==> src/rtl/pipelined_carry_adder_pkg.sv <==
// Purpose: shared constants and elaboration helpers for the pipelined carry adder.
// Latency: n/a (package only).
// Backpressure: n/a (package only).
//
// Contents:
//   chunk_width()  - bits summed per pipeline stage (WIDTH / STAGES)
//   chunk_cfg_ok() - legality of a WIDTH/STAGES pairing, checked at elaboration
// Optional feature macro seen by users of this package: ADDER_SUB_EN.
package adder_pkg;

    localparam int DEFAULT_WIDTH  = 16;
    localparam int DEFAULT_STAGES = 4;

    // Width of the ripple chunk handled by one stage. A zero stage count is
    // rejected by chunk_cfg_ok; returning the full width keeps the arithmetic
    // well defined until that check fires.
    function automatic int chunk_width(input int width, input int stages);
        if (stages < 1) begin
            return width;
        end
        return width / stages;
    endfunction

    // The datapath splits evenly into STAGES chunks of at least one bit.
    function automatic bit chunk_cfg_ok(input int width, input int stages);
        if (stages < 1) begin
            return 1'b0;
        end
        if (width < stages) begin
            return 1'b0;
        end
        return (width % stages) == 0;
    endfunction

endpackage

==> src/rtl/pipelined_carry_adder_if.sv <==
// Purpose: operand/result handshake bundle for the pipelined carry adder.
// Latency: n/a (wiring only).
// Backpressure: in_valid/in_ready on the operand side, out_valid/out_ready on the result side.
//
// Signals: in_valid, in_ready, a, b, cin, out_valid, out_ready, s, cout.
// With ADDER_SUB_EN defined the bundle also carries sub (operand side) and
// ovf (result side).
// Modports: master = producer/consumer around the adder, slave = the adder.
interface pipelined_carry_adder_if #(
    parameter int WIDTH = 16
) ();

    logic             in_valid;
    logic             in_ready;
    logic [WIDTH-1:0] a;
    logic [WIDTH-1:0] b;
    logic             cin;
    logic             out_valid;
    logic             out_ready;
    logic [WIDTH-1:0] s;
    logic             cout;

`ifdef ADDER_SUB_EN
    logic             sub;
    logic             ovf;

    modport master (
        output in_valid, a, b, cin, sub, out_ready,
        input  in_ready, out_valid, s, cout, ovf
    );

    modport slave (
        input  in_valid, a, b, cin, sub, out_ready,
        output in_ready, out_valid, s, cout, ovf
    );
`else
    modport master (
        output in_valid, a, b, cin, out_ready,
        input  in_ready, out_valid, s, cout
    );

    modport slave (
        input  in_valid, a, b, cin, out_ready,
        output in_ready, out_valid, s, cout
    );
`endif

endinterface

==> src/rtl/pipelined_carry_adder_chunk_stage.sv <==
// Purpose: one pipeline stage - CHUNK-bit ripple adder on chunk IDX plus its register slice.
// Latency: 1 cycle (result registered on the rising edge when en_i=1).
// Backpressure: en_i=0 holds every register of the slice, valid bit included.
//
// Ports:
//   clk, rst_n        clock and asynchronous active-low reset
//   en_i              global advance; load the slice when high
//   vld_i / vld_o     slot valid in / registered out
//   a_i, b_i          full-width operand skew buffers in; a_o, b_o registered copies
//   sum_i / sum_o     partial sum with chunks 0..IDX-1 filled / chunks 0..IDX filled
//   c_i / c_o         carry into this chunk / registered carry out of this chunk
module adder_chunk_stage
    import adder_pkg::*;
#(
    parameter int WIDTH = 16,
    parameter int CHUNK = 4,
    parameter int IDX   = 0
) (
    input  logic             clk,
    input  logic             rst_n,
    input  logic             en_i,
    input  logic             vld_i,
    input  logic [WIDTH-1:0] a_i,
    input  logic [WIDTH-1:0] b_i,
    input  logic [WIDTH-1:0] sum_i,
    input  logic             c_i,
    output logic             vld_o,
    output logic [WIDTH-1:0] a_o,
    output logic [WIDTH-1:0] b_o,
    output logic [WIDTH-1:0] sum_o,
    output logic             c_o
);

    localparam int LSB = IDX * CHUNK;
    localparam logic [WIDTH-1:0] CHUNK_MASK = WIDTH'({CHUNK{1'b1}}) << LSB;

    logic [CHUNK-1:0] chunk_sum;
    logic             carry_d;
    logic [WIDTH-1:0] sum_d;

    logic             vld_q;
    logic [WIDTH-1:0] a_q;
    logic [WIDTH-1:0] b_q;
    logic [WIDTH-1:0] sum_q;
    logic             carry_q;

    // Chained full adders across the chunk. carry_d walks up the chain and
    // leaves the loop as the carry out of the top bit of the chunk.
    always_comb begin
        carry_d   = c_i;
        chunk_sum = '0;
        for (int i = 0; i < CHUNK; i++) begin
            chunk_sum[i] = a_i[LSB+i] ^ b_i[LSB+i] ^ carry_d;
            carry_d      = (a_i[LSB+i] & b_i[LSB+i])
                         | (carry_d & (a_i[LSB+i] ^ b_i[LSB+i]));
        end
    end

    // Drop this chunk into the partial sum; lower chunks pass through untouched.
    always_comb begin
        sum_d = (sum_i & ~CHUNK_MASK) | (WIDTH'(chunk_sum) << LSB);
    end

    // The whole operand pair moves with the slot so later stages see their
    // chunks; bits already consumed have no load downstream.
    always_ff @(posedge clk or negedge rst_n) begin
        if (!rst_n) begin
            vld_q   <= 1'b0;
            a_q     <= '0;
            b_q     <= '0;
            sum_q   <= '0;
            carry_q <= 1'b0;
        end else if (en_i) begin
            vld_q   <= vld_i;
            a_q     <= a_i;
            b_q     <= b_i;
            sum_q   <= sum_d;
            carry_q <= carry_d;
        end
    end

    assign vld_o = vld_q;
    assign a_o   = a_q;
    assign b_o   = b_q;
    assign sum_o = sum_q;
    assign c_o   = carry_q;

endmodule

==> src/rtl/pipelined_carry_adder.sv <==
// Purpose: WIDTH-bit adder split into STAGES registered ripple chunks, one operand pair per cycle.
// Latency: exactly STAGES cycles from input transfer to out_valid when not stalled.
// Backpressure: whole pipe advances only when the output slot is empty or taken; in_ready follows.
//
// Ports:
//   clk, rst_n  clock (rising edge) and asynchronous active-low reset
//   io (slave)  in_valid/in_ready, a, b, cin  -> operand side
//               out_valid/out_ready, s, cout  -> result side
// Optional feature ADDER_SUB_EN: adds io.sub (a + ~b + 1, cin ignored,
// cout=1 means no borrow) and io.ovf (signed overflow of the final result).
module pipelined_carry_adder
    import adder_pkg::*;
#(
    parameter int WIDTH  = 16,
    parameter int STAGES = 4
) (
    input  logic                         clk,
    input  logic                         rst_n,
    pipelined_carry_adder_if.slave       io
);

    localparam int CHUNK = chunk_width(WIDTH, STAGES);

    generate
        if (!chunk_cfg_ok(WIDTH, STAGES)) begin : g_cfg_err
            $error("pipelined_carry_adder: WIDTH must be a non-zero multiple of STAGES (STAGES >= 1)");
        end
    endgenerate

    // Index 0 is the entry point fed from the ports; index k+1 is the
    // register slice of stage k; index STAGES drives the outputs.
    logic [STAGES:0]            vld_pipe;
    logic [STAGES:0]            c_pipe;
    logic [STAGES:0][WIDTH-1:0] a_pipe;
    logic [STAGES:0][WIDTH-1:0] b_pipe;
    logic [STAGES:0][WIDTH-1:0] sum_pipe;

    logic             adv;
    logic [WIDTH-1:0] b_entry;
    logic             c_entry;

`ifdef ADDER_SUB_EN
    // Subtraction is folded in once at entry: the inverted B travels down the
    // pipe, which is also the B whose sign bit the overflow test needs.
    assign b_entry = io.sub ? ~io.b : io.b;
    assign c_entry = io.sub ? 1'b1  : io.cin;
`else
    assign b_entry = io.b;
    assign c_entry = io.cin;
`endif

    assign vld_pipe[0] = io.in_valid;
    assign a_pipe[0]   = io.a;
    assign b_pipe[0]   = b_entry;
    assign sum_pipe[0] = '0;
    assign c_pipe[0]   = c_entry;

    // Single global enable: the pipe never compresses bubbles, so a stall
    // anywhere freezes everything and no slot is lost or duplicated.
    assign adv         = !vld_pipe[STAGES] || io.out_ready;
    assign io.in_ready = rst_n && adv;

    generate
        for (genvar k = 0; k < STAGES; k++) begin : g_stage
            adder_chunk_stage #(
                .WIDTH (WIDTH),
                .CHUNK (CHUNK),
                .IDX   (k)
            ) u_stage (
                .clk   (clk),
                .rst_n (rst_n),
                .en_i  (adv),
                .vld_i (vld_pipe[k]),
                .a_i   (a_pipe[k]),
                .b_i   (b_pipe[k]),
                .sum_i (sum_pipe[k]),
                .c_i   (c_pipe[k]),
                .vld_o (vld_pipe[k+1]),
                .a_o   (a_pipe[k+1]),
                .b_o   (b_pipe[k+1]),
                .sum_o (sum_pipe[k+1]),
                .c_o   (c_pipe[k+1])
            );
        end
    endgenerate

    assign io.out_valid = vld_pipe[STAGES];
    assign io.s         = sum_pipe[STAGES];
    assign io.cout      = c_pipe[STAGES];

`ifdef ADDER_SUB_EN
    // Operands of equal sign producing a result of the other sign. All three
    // inputs come from reset-cleared registers, so ovf is 0 out of reset.
    assign io.ovf = (a_pipe[STAGES][WIDTH-1] == b_pipe[STAGES][WIDTH-1])
                 && (sum_pipe[STAGES][WIDTH-1] != a_pipe[STAGES][WIDTH-1]);
`endif

    // Operand copies leaving the last stage have no consumer.
    logic unused_operands;
    assign unused_operands = ^{a_pipe[STAGES], b_pipe[STAGES]};

endmodule

==> src/flat_wrapper.sv <==
// flat-port wrapper written by rule: the top's interface ports become plain ports
module pipelined_carry_adder_flat import adder_pkg::*;
#(
    parameter int WIDTH  = 16,
    parameter int STAGES = 4
)
  (clk, rst_n, io_in_valid, io_a, io_b, io_cin, io_out_ready, io_in_ready, io_out_valid, io_s, io_cout);
  pipelined_carry_adder_if #(.WIDTH(WIDTH)) io_i ();
  input  logic clk;
  input  logic rst_n;
  input wire logic [$bits(io_i.in_valid)-1:0] io_in_valid;
  input wire logic [$bits(io_i.a)-1:0] io_a;
  input wire logic [$bits(io_i.b)-1:0] io_b;
  input wire logic [$bits(io_i.cin)-1:0] io_cin;
  input wire logic [$bits(io_i.out_ready)-1:0] io_out_ready;
  output wire logic [$bits(io_i.in_ready)-1:0] io_in_ready;
  output wire logic [$bits(io_i.out_valid)-1:0] io_out_valid;
  output wire logic [$bits(io_i.s)-1:0] io_s;
  output wire logic [$bits(io_i.cout)-1:0] io_cout;
  assign io_i.in_valid = io_in_valid;
  assign io_i.a = io_a;
  assign io_i.b = io_b;
  assign io_i.cin = io_cin;
  assign io_i.out_ready = io_out_ready;
  assign io_in_ready = io_i.in_ready;
  assign io_out_valid = io_i.out_valid;
  assign io_s = io_i.s;
  assign io_cout = io_i.cout;
  pipelined_carry_adder #(.WIDTH(WIDTH), .STAGES(STAGES)) u_core (.clk(clk), .rst_n(rst_n), .io(io_i));
endmodule
==> config.mk <==
export PLATFORM = sky130hd
export DESIGN_NAME = pipelined_carry_adder_flat
export DESIGN_NICKNAME = d
export VERILOG_FILES = /design/src/rtl/pipelined_carry_adder_pkg.sv /design/src/rtl/pipelined_carry_adder_if.sv /design/src/rtl/pipelined_carry_adder_chunk_stage.sv /design/src/rtl/pipelined_carry_adder.sv /design/src/flat_wrapper.sv
export SDC_FILE = /design/constraint.sdc
export NUM_CORES = 1
export LEC_CHECK = 0
export BUFFER_PORTS_ARGS = -buffer_cell sky130_fd_sc_hd__buf_2
export CORE_ASPECT_RATIO = 0.9
export CORE_MARGIN = 2
export CORE_UTILIZATION = 57
export DETAILED_ROUTE_END_ITERATION = 6
export PLACE_DENSITY = 0.79
export SYNTH_ARGS = -nofsm -noshare
export SYNTH_HDL_FRONTEND = slang
export SYNTH_SLANG_ARGS = --single-unit
==> constraint.sdc <==
create_clock -name clk -period 2.5 [get_ports clk]
set_input_delay 0.25 -clock clk [delete_from_list [all_inputs] [get_ports clk]]
set_output_delay 0.25 -clock clk [all_outputs]
set_load 0.005 [all_outputs]
==> out/metrics.cfg <==
[routing]
ant_nets=0
via_count=2137
viasPerCell=5.08
dr.pass1.iters=4
drt_iter0_markers=63
wirelength_um=6190
drc=0
wl_per_cell_um=14.7

[clocking]
cts_tree=done
clk_latency_ns=0.35
numCtsBuffers=9
clock_path_buffers=2
clock-sinks=96
cts.repair.resized=0
htree_levels=3
cts.clk_slew.worst_paths_ns=0.09
cts_root_buffer=clkbuf_8

[layout]
n_fill_cell=530
drive_gt1_share_pct=49.1
final_common_cell=dfrtp_1
final_cells=421
layout_common_cells=96 x dfrtp_1, 67 x mux2_2, 54 x buf_2
nNetsFinal=376
final_util_pct=67.0
antenna_cells=0
area_growth_pct=14.5

[hold_path]
hold_path_class=in -> reg

[placed_design]
routabilityCongestion=0.688
portBuffers=55
dp_hpwl_um=4190
placed_cells=404

[floorplanning]
start_util_pct=58.5
die-area_um2=7890
die-height_um=84.5
pin_count=56
dieWidth_um=93.4
core_um2=7000
num_rows=29

[sta]
worstMarginPinSlew_ns=0.565
setup_viol=0
tns_ns=0
hold_violations=0
slew_headroom_pct=62.3
fin_crit_ns=2.32
fin_crit_sh_pct=92.6
rsz0062_at_grt=no
fin_worst_skew_ns=0.0107
maxSlewViolCount=0
max_freq_mhz=432

[power]
power_leakage_nw=2.20
peakVddDrop_v=0.000489
powerDensity_nw_per_um2=1200
p_total_mw=5.61

[critical_path]
endpoint_kind=flip-flop
critical_path_class=reg -> reg
slowest_delay_ns=0.42
cp_cell_sequence=fa_1 > inv_1 > fa_1 > inv_1 > fa_1 > inv_1 > fa_1 > o21ai_0
cp-start-kind=flip-flop
cp_max_fo=2
crit_top_cell=fa_1
arrival_ns=2.58
cp_slowest_cell=fa_1
worstPathRequired_ns=2.76

[logic_synthesis]
async_flop_share_pct=100
ys_seq_elements=96
syn_inst=263
syn_nets=316
ys_seq_area_share_pct=58.6
yosys_warnings=0
synth.distinct_cells=15
synthFlopType=dfrtp_1
synthesis.area_um2=4100
synth_edf_count=0
syn_avg_cell_area_um2=15.6

[grt]
grt_pass1_wl_um=10900
grt_usage_pct=18.0
grt_overflow=0
antenna_found_initial=0
grt_pass1_vias=2263
grt_max_degree=47

[run]
drv_cap=0

[outcome]
status=finished clean

==> flip-flops by register name, indices dropped and copies added (netlist names) <==
name / count
u_core.g_stage.u_stage.sum_o: 40
u_core.g_stage.u_stage.vld_o: 4
u_core.g_stage.u_stage.a_o: 24
u_core.g_stage.u_stage.b_o: 24
u_core.g_stage.u_stage.c_o: 4
==> path summary, 6_finish.rpt <==
| kind | startpoint | end | slack [ns] | depth (start not counted) |
|---|---|---|---|---|
| worst max-delay path | u_core.g_stage[1].u_stage.c_o | u_core.g_stage[2].u_stage.sum_o[11] | 0.18 | 8 |
| worst min-delay path | io_a[11] | u_core.g_stage[0].u_stage.a_o[11] | 0.12 | 2 |
| worst max register to register | u_core.g_stage[1].u_stage.c_o | u_core.g_stage[2].u_stage.sum_o[11] | 0.18 | 8 |
| worst min register to register | u_core.g_stage[2].u_stage.vld_o | u_core.g_stage[3].u_stage.vld_o | 0.47 | 1 |
| max in group asynchronous | rst_n | u_core.g_stage[2].u_stage.a_o[15] | 1.34 | 3 |
| min in group asynchronous | rst_n | u_core.g_stage[1].u_stage.sum_o[1] | 0.39 | 2 |
==> cell usage after synthesis (3+ instances only) <==
master    instances  area, um2
clkbuf_1          3       11.3
inv_1            29        109
fa_1             16        320
mux2_2           67        754
buf_4             5       37.5
dfrtp_1          96       2400
mux2_4           16        240
o21ai_0          11       55.1
nand3b_1         11       82.6
buf_6             4       45.0
==> cell families after synthesis <==
family                   after synthesis  share of synthesized area (%)
multiplexers                          84                           24.5
buffers and inverters                 42                           5.07
flip-flops                            96                           58.6
AND/OR/NAND/NOR                       14                           2.66
AO/OA/AOI/OAI                         11                           1.34
adder cells (fa/ha/maj)               16                           7.81
==> metrics by stage <==
step                      worst slack [ns]  instance area, um2  hold WS (ns)
final                                0.184                4690         0.121
after global routing                0.0801                4690         0.106
after detailed placement             0.193                4440         0.212
after global placement               0.278                4440         0.209
after CTS                            0.167                4690         0.103
after floorplan                      0.351                4100       -0.0456
==> worst max-delay path: cells and delay by family, from the launching register on <==
kind,cells,cell delay (ns)
AOI/OAI and AO/OA,1,0.18
adders and majority gates,4,1.42
DFF,1,0.41
buffers and inverters,3,0.23
==> report_power, final <==
group / leakage (nW) / internal (mW) / switching (mW)
registers: 1.13 / 2.23 / 0.365
logic: 0.954 / 1.07 / 0.745
clock network: 0.124 / 0.692 / 0.506
total: 2.20 / 3.99 / 1.62
==> layer usage <==
layer / share of wire (%) / up-vias / global-route usage [%]
met3: 2.7 / 10 / 3.23
met5: 0 / - / 0
li1: - / 989 / -
met2: 50 / 33 / 28.4
met4: 1.9 / 0 / 8.82
met1: 45 / 1105 / 24.6
==> cell type report <==
class | instances | area [um2] | share of cell area (%)
Clock buffer | 11 | 141 | 3.01
Clock inverter | 5 | 104 | 2.21
Inverter | 29 | 109 | 2.32
Multi-Input combinational cell | 125 | 1490 | 31.7
Sequential cell | 96 | 2400 | 51.2
Tap cell | 93 | 116 | 2.48
Timing Repair Buffer | 62 | 333 | 7.09
==> repair_timing <==
item,4_1_cts,5_1_grt
hold endpoints to repair,31,0
setup buffers,0,0
hold buffers,1,0
(Power assumes the default switching activity.)
